===== src/rtl/keypad_if.sv =====
`default_nettype none
// ============================================================================
// keypad_if : keypad scan lines and decoded-value outputs of keypad_entry
// Revision  : 1.0
// ============================================================================
interface keypad_if;
  logic [3:0]  cols;
  logic [3:0]  rows;
  logic [15:0] num;
  logic [3:0]  key_code;
  logic        key_valid;

  modport master (
    output cols,
    output num,
    output key_code,
    output key_valid,
    input  rows
  );

  modport slave (
    input  cols,
    input  num,
    input  key_code,
    input  key_valid,
    output rows
  );
endinterface
`default_nettype wire


===== src/rtl/keypad_entry.sv =====
`default_nettype none
// ============================================================================
// keypad_entry : 4x4 matrix keypad scanner, debouncer and decimal accumulator
// Revision     : 1.0
// ============================================================================
module keypad_entry #(
  parameter int SCAN_DIV = 25000,
  parameter int DEBOUNCE = 4
) (
  input  logic     clk,
  input  logic     rst,
  keypad_if.master kp
);

  localparam int                   DIV_W     = (SCAN_DIV > 2) ? $clog2(SCAN_DIV) : 1;
  localparam int                   MATCH_W   = $clog2(DEBOUNCE + 1);
  localparam logic [DIV_W-1:0]     DIV_LAST  = DIV_W'(SCAN_DIV - 1);
  localparam logic [MATCH_W-1:0]   MATCH_MAX = MATCH_W'(DEBOUNCE);
  localparam logic [MATCH_W-1:0]   MATCH_ONE = MATCH_W'(1);
  // Nibble i holds the code of frame bit i (bit 4c+r = column c, row r).
  localparam logic [63:0]          KEY_MAP   = 64'hDCBA_E963_F852_0741;
  localparam logic [3:0]           KEY_B     = 4'hB;
  localparam logic [3:0]           KEY_C     = 4'hC;
  localparam logic [3:0]           KEY_9     = 4'h9;

  typedef enum logic [0:0] {
    RELEASED = 1'b0,
    HELD     = 1'b1
  } state_t;

  logic [3:0]         rows_meta;
  logic [3:0]         rows_sync;
  logic [DIV_W-1:0]   div_cnt;
  logic [1:0]         col_idx;
  logic [15:0]        frame;
  logic [15:0]        prev_frame;
  logic [15:0]        frame_new;
  logic [MATCH_W-1:0] match_cnt;
  logic [MATCH_W-1:0] match_next;
  logic               sample;
  logic               frame_done;
  logic               stable;
  logic               single_key;
  logic [3:0]         code;
  logic [15:0]        num_digit;
  state_t             state;
  state_t             state_next;
  logic               fire;
  logic [15:0]        num_q;
  logic [3:0]         code_q;
  logic               valid_q;

  assign sample     = (div_cnt == DIV_LAST);
  assign frame_done = sample && (col_idx == 2'd3);

  // Frame as it will look once the current column's rows are folded in.
  always_comb begin
    frame_new = frame;
    if (sample) begin
      frame_new[{col_idx, 2'b00} +: 4] = ~rows_sync;
    end
  end

  always_comb begin
    match_next = MATCH_ONE;
    if (frame_new == prev_frame) begin
      match_next = (match_cnt == MATCH_MAX) ? match_cnt : match_cnt + MATCH_ONE;
    end
  end

  assign stable     = frame_done && (match_next == MATCH_MAX);
  assign single_key = (frame_new != 16'd0) &&
                      ((frame_new & (frame_new - 16'd1)) == 16'd0);

  always_comb begin
    code = 4'd0;
    for (int i = 0; i < 16; i++) begin
      if (frame_new[i]) begin
        code = KEY_MAP[4*i +: 4];
      end
    end
  end

  // Shift in a digit keeping the last four; 17-bit intermediate avoids overflow.
  assign num_digit = 16'(((17'(num_q) % 17'd1000) * 17'd10) + {13'd0, code});

  always_ff @(posedge clk) begin
    if (rst) begin
      rows_meta  <= 4'hF;
      rows_sync  <= 4'hF;
      div_cnt    <= '0;
      col_idx    <= 2'd0;
      frame      <= 16'd0;
      prev_frame <= 16'd0;
      match_cnt  <= '0;
    end else begin
      rows_meta <= kp.rows;
      rows_sync <= rows_meta;
      if (sample) begin
        div_cnt <= '0;
        col_idx <= col_idx + 2'd1;
        frame   <= frame_new;
      end else begin
        div_cnt <= div_cnt + 1'b1;
      end
      if (frame_done) begin
        prev_frame <= frame_new;
        match_cnt  <= match_next;
      end
    end
  end

  always_ff @(posedge clk) begin
    if (rst) begin
      state <= RELEASED;
    end else begin
      state <= state_next;
    end
  end

  always_comb begin
    state_next = state;
    fire       = 1'b0;
    if (stable) begin
      case (state)
        RELEASED: begin
          if (single_key) begin
            fire       = 1'b1;
            state_next = HELD;
          end
        end
        HELD: begin
          if (frame_new == 16'd0) begin
            state_next = RELEASED;
          end
        end
        default: state_next = RELEASED;
      endcase
    end
  end

  always_ff @(posedge clk) begin
    if (rst) begin
      num_q   <= 16'd0;
      code_q  <= 4'd0;
      valid_q <= 1'b0;
    end else begin
      valid_q <= fire;
      if (fire) begin
        code_q <= code;
        if (code <= KEY_9) begin
          num_q <= num_digit;
        end else if (code == KEY_C) begin
          num_q <= 16'd0;
        end else if (code == KEY_B) begin
          num_q <= num_q / 16'd10;
        end
      end
    end
  end

  assign kp.cols      = ~(4'b0001 << col_idx);
  assign kp.num       = num_q;
  assign kp.key_code  = code_q;
  assign kp.key_valid = valid_q;

endmodule
`default_nettype wire


===== src/flat_wrapper.sv =====
// flat-port wrapper written by rule: the top's interface ports become plain ports
module keypad_entry_flat 
#(
  parameter int SCAN_DIV = 25000,
  parameter int DEBOUNCE = 4
)
  (clk, rst, kp_cols, kp_num, kp_key_code, kp_key_valid, kp_rows);
  keypad_if kp_i ();
  input  logic clk;
  input  logic rst;
  output wire logic [$bits(kp_i.cols)-1:0] kp_cols;
  output wire logic [$bits(kp_i.num)-1:0] kp_num;
  output wire logic [$bits(kp_i.key_code)-1:0] kp_key_code;
  output wire logic [$bits(kp_i.key_valid)-1:0] kp_key_valid;
  input wire logic [$bits(kp_i.rows)-1:0] kp_rows;
  assign kp_cols = kp_i.cols;
  assign kp_num = kp_i.num;
  assign kp_key_code = kp_i.key_code;
  assign kp_key_valid = kp_i.key_valid;
  assign kp_i.rows = kp_rows;
  keypad_entry #(.SCAN_DIV(SCAN_DIV), .DEBOUNCE(DEBOUNCE)) u_core (.clk(clk), .rst(rst), .kp(kp_i));
endmodule

===== config.mk =====
export PLATFORM = sky130hd
export DESIGN_NAME = keypad_entry_flat
export DESIGN_NICKNAME = d
export VERILOG_FILES = /design/src/rtl/keypad_if.sv /design/src/rtl/keypad_entry.sv /design/src/flat_wrapper.sv
export SDC_FILE = /design/constraint.sdc
export NUM_CORES = 1
export LEC_CHECK = 0
export BUFFER_PORTS_ARGS = -buffer_cell sky130_fd_sc_hd__buf_2
export CAP_MARGIN = 20
export CORE_ASPECT_RATIO = 0.8
export CORE_UTILIZATION = 40
export CTS_CLUSTER_DIAMETER = 120
export DETAILED_ROUTE_END_ITERATION = 12
export PLACE_DENSITY_LB_ADDON = 0.2
export SKIP_CTS_REPAIR_TIMING = 1
export SYNTH_ARGS = -nofsm -noshare
export SYNTH_HDL_FRONTEND = slang
export SYNTH_SLANG_ARGS = --single-unit

===== constraint.sdc =====
create_clock -name clk -period 9.2 [get_ports clk]
set_input_delay 1.84 -clock clk [delete_from_list [all_inputs] [get_ports clk]]
set_output_delay 1.84 -clock clk [all_outputs]
set_load 0.02 [all_outputs]

# --- Word-level counts from Yosys, hierarchy flattened ---
# Cells that the tools add are included.
word_totals:
  output_inout_bits: 25
  wordCells: 72
  register_bits: 82
  memories: 0
  latchBits: 0
  romBits: 0
  ramBits: 0
classes:
  n_div: 2
  reduce_logical: 9
  order_cmp: 1
  bitwise_logic: 4
  n_eq_ne: 7
  shifts: 3
  n_mul: 1
  mux: 28
  addsub: 6
op_table:
  columns: ["operator", "n"]
  rows:
  - ["16-bit 2-to-1 mux", 4]
  - ["4-bit 2-to-1 mux", 10]
  - ["16-bit zero test", 2]
  - ["3-bit 2-to-1 mux", 7]
  - ["16-bit by 10-bit remainder unit with 17-bit output (second input constant)", 1]
  - ["17-bit by 3-bit multiplier with 15-bit output (second input constant)", 1]
  - ["16-bit by 4-bit adder with 16-bit output", 1]
  - ["16-bit AND", 1]
  - ["16-bit bitwise mux", 1]
  - ["16-bit by 4-bit divider with 16-bit output (second input constant)", 1]
  - ["16-bit equality test", 1]
  - ["16-bit nonzero test", 1]
  - ["4-bit by 6-bit variable shift with 16-bit output (first input constant)", 1]
  - ["4-bit by 6-bit variable part select with 16-bit output", 1]
  - ["16-bit by 1-bit subtractor with 16-bit output (second input constant)", 1]
  - ["15-bit by 1-bit adder with 15-bit output (second input constant)", 1]
  - ["15-bit equality test (second input constant)", 1]
  - ["4-bit equality test (second input constant)", 2]
  - ["4-bit NOT", 2]
  - ["3-bit equality test (second input constant)", 2]
  - ["4-bit negator with 6-bit output", 1]
  - ["1-bit 2-to-1 mux", 5]
  - ["4-bit <= comparator (second input constant)", 1]
  - ["1-bit by 2-bit left shift with 4-bit output (first input constant)", 1]
  - ["9 further kinds", 11]

# --- Depth between registers and ports, before layout ---
logic_depth:
  word_depth: 24
  ltp_mapped: 37
  ltp_nobuf: 34

# --- Worst setup path after synthesis ---
# No wires, ideal clock.
synth_path:
  path_type: "reg-to-reg"
  from: "register u_core.num_q[9], in the netlist u_core.kp.num[9]"
  to: "register u_core.num_q[14], in the netlist u_core.kp.num[14]"
  slack_ps: 2393
  path_stages_with_launch: 35
  period_less_slack_ps: 6807
  arrival_ps: 6680
  setup_ps: 128
  cell_sequence: "dfxtp_1 > buf_4 > o21a_4 > nand2_4 > or4_1 > buf_2 > a21o_1 > a211o_1 > o21a_1 > a2111oi_4 > mux2_2 > o32ai_1 > o21a_1 > nand2_1 > a21o_1 > a31oi_4 > nor2b_1 > xnor2_1 > ha_1 > ha_1 > a21o_1 > a21oi_1 > o21ai_0 > a21oi_1 > nor2b_1 > o21a_1 > o21ai_0 > nand2b_1 > a21oi_1 > xnor2_1 > nand3_1 > xor2_1 > nor2_1 > a21oi_1 > nor2_1"
synth_between:
  elab_chain_cells: 4
synth_lines:
  columns: ["element", "line_no", "source"]
  rows:
  - ["start: declaration", "keypad_entry.sv:49", "logic [15:0] num_q;"]
  - ["start signal: assignment", "keypad_entry.sv:152", "num_q <= num_digit;"]
  - ["start signal: assignment", "keypad_entry.sv:156", "num_q <= num_q / 16'd10;"]
  - ["16-bit by 10-bit remainder unit with 17-bit output / 16-bit by 4-bit divider with 16-bit output (equally long branches)", "keypad_entry.sv:85, keypad_entry.sv:156", null]
  - ["17-bit by 3-bit multiplier with 15-bit output / 16-bit 2-to-1 mux (equally long branches)", "keypad_entry.sv:85, keypad_entry.sv:155", null]
  - ["16-bit by 4-bit adder with 16-bit output / 16-bit 2-to-1 mux (equally long branches)", "keypad_entry.sv:85, keypad_entry.sv:153", null]
  - ["16-bit 2-to-1 mux (*)", "keypad_entry.sv:151", "if (code <= KEY_9) begin"]
# Mark *: on every way between the ends. The rest lies on a longest branch, timed or not. The select of a mux whose other input is x is not followed.
# A chain may end at the register's enable or synchronous reset.

# --- Final worst setup path ---
layout_path:
  from: "register u_core.num_q[11], in the netlist u_core.kp.num[11]"
  to: "register u_core.num_q[14], in the netlist u_core.kp.num[14]"
# The elaborated chain is that of the path after synthesis.

==> impl_results.md <==
- Worst Tran Pin Value: 984.1 ps
- Mean post-synth cell area: approximately 7.7 sq um
- Mapped Cells: around 1,000
- Async SR Flop Fraction: 0%
- Die X: 159.8 um
- Io pins: 31
- FF+latch area: approximately 1600 sq um
- Final hold vios: 0
- Most frequent cells in the layout: nor2_1 (118), dfxtp_1 (82), a21oi_1 (81)
- First-pass GRT wire length: 34,690 um
- PortBufs: 30
- Max VDD drop: 0.07991 mV
- Share of layout cells above drive strength 1: 13.40%
- TritonCTS clock tree: yes
- EDFF count, synth: 0
- Slowest stage delay, CP: 830 ps
- CTS H-tree lvls: 3
- GRT Total Usage: 20.60%
- Min-delay src: u_core.rows_meta[3]
- Pwr Density: ~85 nW/um^2
- CP startpoint: u_core.kp.num[11]
- Max-Cap Viols: 0
- Mapped cell area: 7968 sq um
- Sink Count: 82
- Clock latency on the worst-skew pair: 330 ps
- Type of origin of the critical path: register
- Clock root cell: clkbuf_16
- Pre-antenna DRT Iters: 7
- Dpl cells: 1,274
- Crit path required time: 9470 ps
- Routed Antenna Nets: 0
- RSZ-0062 raised after global routing: no
- Footprint of the multi-input gates: 5921 sq um
- TNS Setup: 0 ps
- Crit end category: register
- Final Max Slew Viols: 0
- FF+latch count, synth: 82
- Yosys warning count: 0
- Clock-pin slew on the worst setup and hold paths: 60 ps
- Reg2reg path depth: 28
- Area grow syn2layout: 7.318%
- Post-layout nets: 1,069
- Num CTS Buffers: 9
- Sequential share of the synthesized area: 20.60%
- Initial Util: 41.38%
- Fmax: 122.8 MHz
- Routed via count: 7,431
- WL final: 21,140 um
- Hpwl dp: 15,520 um
- Iter 0 DRT Violations: between 600 and 700
- Die footprint: 20,490 sq um
- Critical path class: register to register
- Clock Tree Buf Depth: 2
- Worst slack at placement: between 1000 and 1500 ps
- Status: finished clean
- Die H: about 130 um
- Floorplan core area: ~19,000 sq um
- Routed len/inst: ~16 um
- Worst R2R Start: u_core.kp.num[11]
- DRC violations left: 0
- Fin crit share: 88.54%
- Number of core rows: 45
- Synth cell types: 111
- Vias per inst: 5.769
- Worst path slowest cell: dfxtp_1
- Hold Path Stages: 1
- Leakage Power: 3.283 nW
- Max_slew headroom: around a third
- Non-Filler Instances: 1,288
- # diodes: 0
- Initial antenna violation count: 0
- Clock Skew: 8.323 ps
- Vias in the first global route: 6,515
- Largest net degree at the start of global routing: 69
- # fillers: 1,955
- Endpoints failing setup: 0
- Worst hold path type: register to register
- GP Congestion: 0.8901
- Period minus WS final: a little over 8000 ps
- Remaining global-route overflow: 0
- Worst-path maximum fanout: 23
- Arrival time worst endpoint: about 8400 ps
- Worst setup margin: 1055 ps
- Top_reg_cell synth: dfxtp_1
- Leading cell type in the layout, fill and taps excluded: nor2_1
[cell type report]
type | count | share of cell area (%)
Multi-Input combinational cell | 854 | 69.24
Sequential cell | 82 | 19.20
Tap cell | 258 | 3.775
Timing Repair Buffer | 42 | 2.809
Clock buffer | 9 | 2.634
Inverter | 38 | 1.668
Clock inverter | 5 | 0.6731
[report_power, final]
part | switching [mW] | total [mW] | internal [mW]
sequential | 0.00264 | 0.360 | 0.358
clock | 0.142 | 0.348 | 0.207
combinational | 0.0123 | 0.0201 | 0.00781
[Yosys cell counts, types with 5 or more instances]
| cell type | number | area share, % |
|---|---|---|
| or3_1 | 11 | 0.86 |
| and2_1 | 10 | 0.79 |
| mux2_2 | 6 | 0.85 |
| clkbuf_1 | 36 | 1.7 |
| a211o_1 | 7 | 0.77 |
| a31oi_1 | 9 | 0.71 |
| a21boi_0 | 5 | 0.47 |
| ha_1 | 34 | 5.3 |
| mux2i_1 | 13 | 1.6 |
| nand2_1 | 63 | 3.0 |
| dfxtp_1 | 82 | 21 |
| a22oi_1 | 5 | 0.47 |
| o211ai_1 | 5 | 0.47 |
| o221ai_1 | 5 | 0.55 |
| mux2i_2 | 6 | 1.0 |
| inv_1 | 35 | 1.6 |
| a2111oi_0 | 11 | 1.2 |
| o22ai_1 | 14 | 1.1 |
| xor2_1 | 20 | 2.2 |
| o21a_1 | 10 | 0.94 |
| o31ai_1 | 5 | 0.47 |
| nand3_1 | 32 | 2.0 |
| o21ai_0 | 44 | 2.8 |
| a211oi_1 | 23 | 2.2 |
| xnor2_1 | 55 | 6.0 |
| a21o_1 | 25 | 2.4 |
| nor2_1 | 118 | 5.6 |
| and3_1 | 13 | 1.0 |
| buf_4 | 6 | 0.57 |
| o21ai_1 | 7 | 0.44 |
| or2_2 | 15 | 1.2 |
| nor2b_1 | 8 | 0.63 |
| a21oi_1 | 81 | 5.1 |
| nor3_1 | 25 | 1.6 |
| nand4_1 | 9 | 0.71 |
| buf_2 | 16 | 1.0 |
| nor4_1 | 11 | 0.86 |
| nand2b_1 | 15 | 1.2 |
[stage by stage]
| stage | area, sq um | hold slack, ps | power, mW | utilization, % |
|---|---|---|---|---|
| finish | 8551 | 404.4 | 0.7287 | 44.41 |
| global route | 8551 | 416.2 | 0.7603 | 44.41 |
| CTS | 8551 | 409.3 | 0.7386 | 44.41 |
| detailed placement | 8268 | 393.7 | 0.3879 | 42.94 |
| global placement | 8268 | 392.6 | 0.3879 | 42.94 |
| floorplan | 7986 | 389.5 | 0.3835 | - |
[worst max-delay path, delay by kind of cell, from the launching register on]
family	cells	cell delay, ps
AO/OA/AOI/OAI	9	2280
XOR/XNOR	2	430
adder cells (fa/ha/maj)	3	970
buffers and inverters	2	160
flip-flops	1	830
multiplexers	1	390
AND/OR/NAND/NOR	11	3000
[metal layers]
metal	global-route usage [%]	up-vias	routed length [um]
met3	3.138	9	1103
met4	4.034	0	124
li1	-	3804	-
met1	33.23	3438	11680
met5	0	-	0
met2	27.82	180	8226
[path summary, 6_finish.rpt]
check / endpoint / slack, ps
worst max-delay path: u_core.kp.num[14] / 1050
worst min-delay path: u_core.rows_sync[3] / 400
worst max register to register: u_core.kp.num[14] / 1050
worst min register to register: u_core.rows_sync[3] / 400
[cell families (layout without fill, tap and decap cells)]
| family | count (synthesis) | after routing | share of synthesized area (%) |
|---|---|---|---|
| adders and majority gates | 40 | 40 | 6.360 |
| and+or+nand+nor | 374 | 374 | 24.53 |
| buffers and inverters | 99 | 94 | 5.386 |
| DFF | 82 | 82 | 20.60 |
| AOI/OAI and AO/OA | 327 | 327 | 29.49 |
| muxes | 30 | 30 | 4.931 |
| other | 1 | 6 | 0.04707 |
| xor gates and xnor gates | 77 | 77 | 8.653 |
[flip-flops by register name, indices dropped and copies added, names as in the netlist]
name / cells
u_core.col_idx: 2
u_core.div_cnt: 15
u_core.frame: 16
u_core.kp.key_code: 4
u_core.kp.key_valid: 1
u_core.kp.num: 16
u_core.match_cnt: 3
u_core.prev_frame: 16
u_core.rows_meta: 4
u_core.rows_sync: 4
u_core.state: 1
No activity file was read; power rests on OpenSTA's default activity.
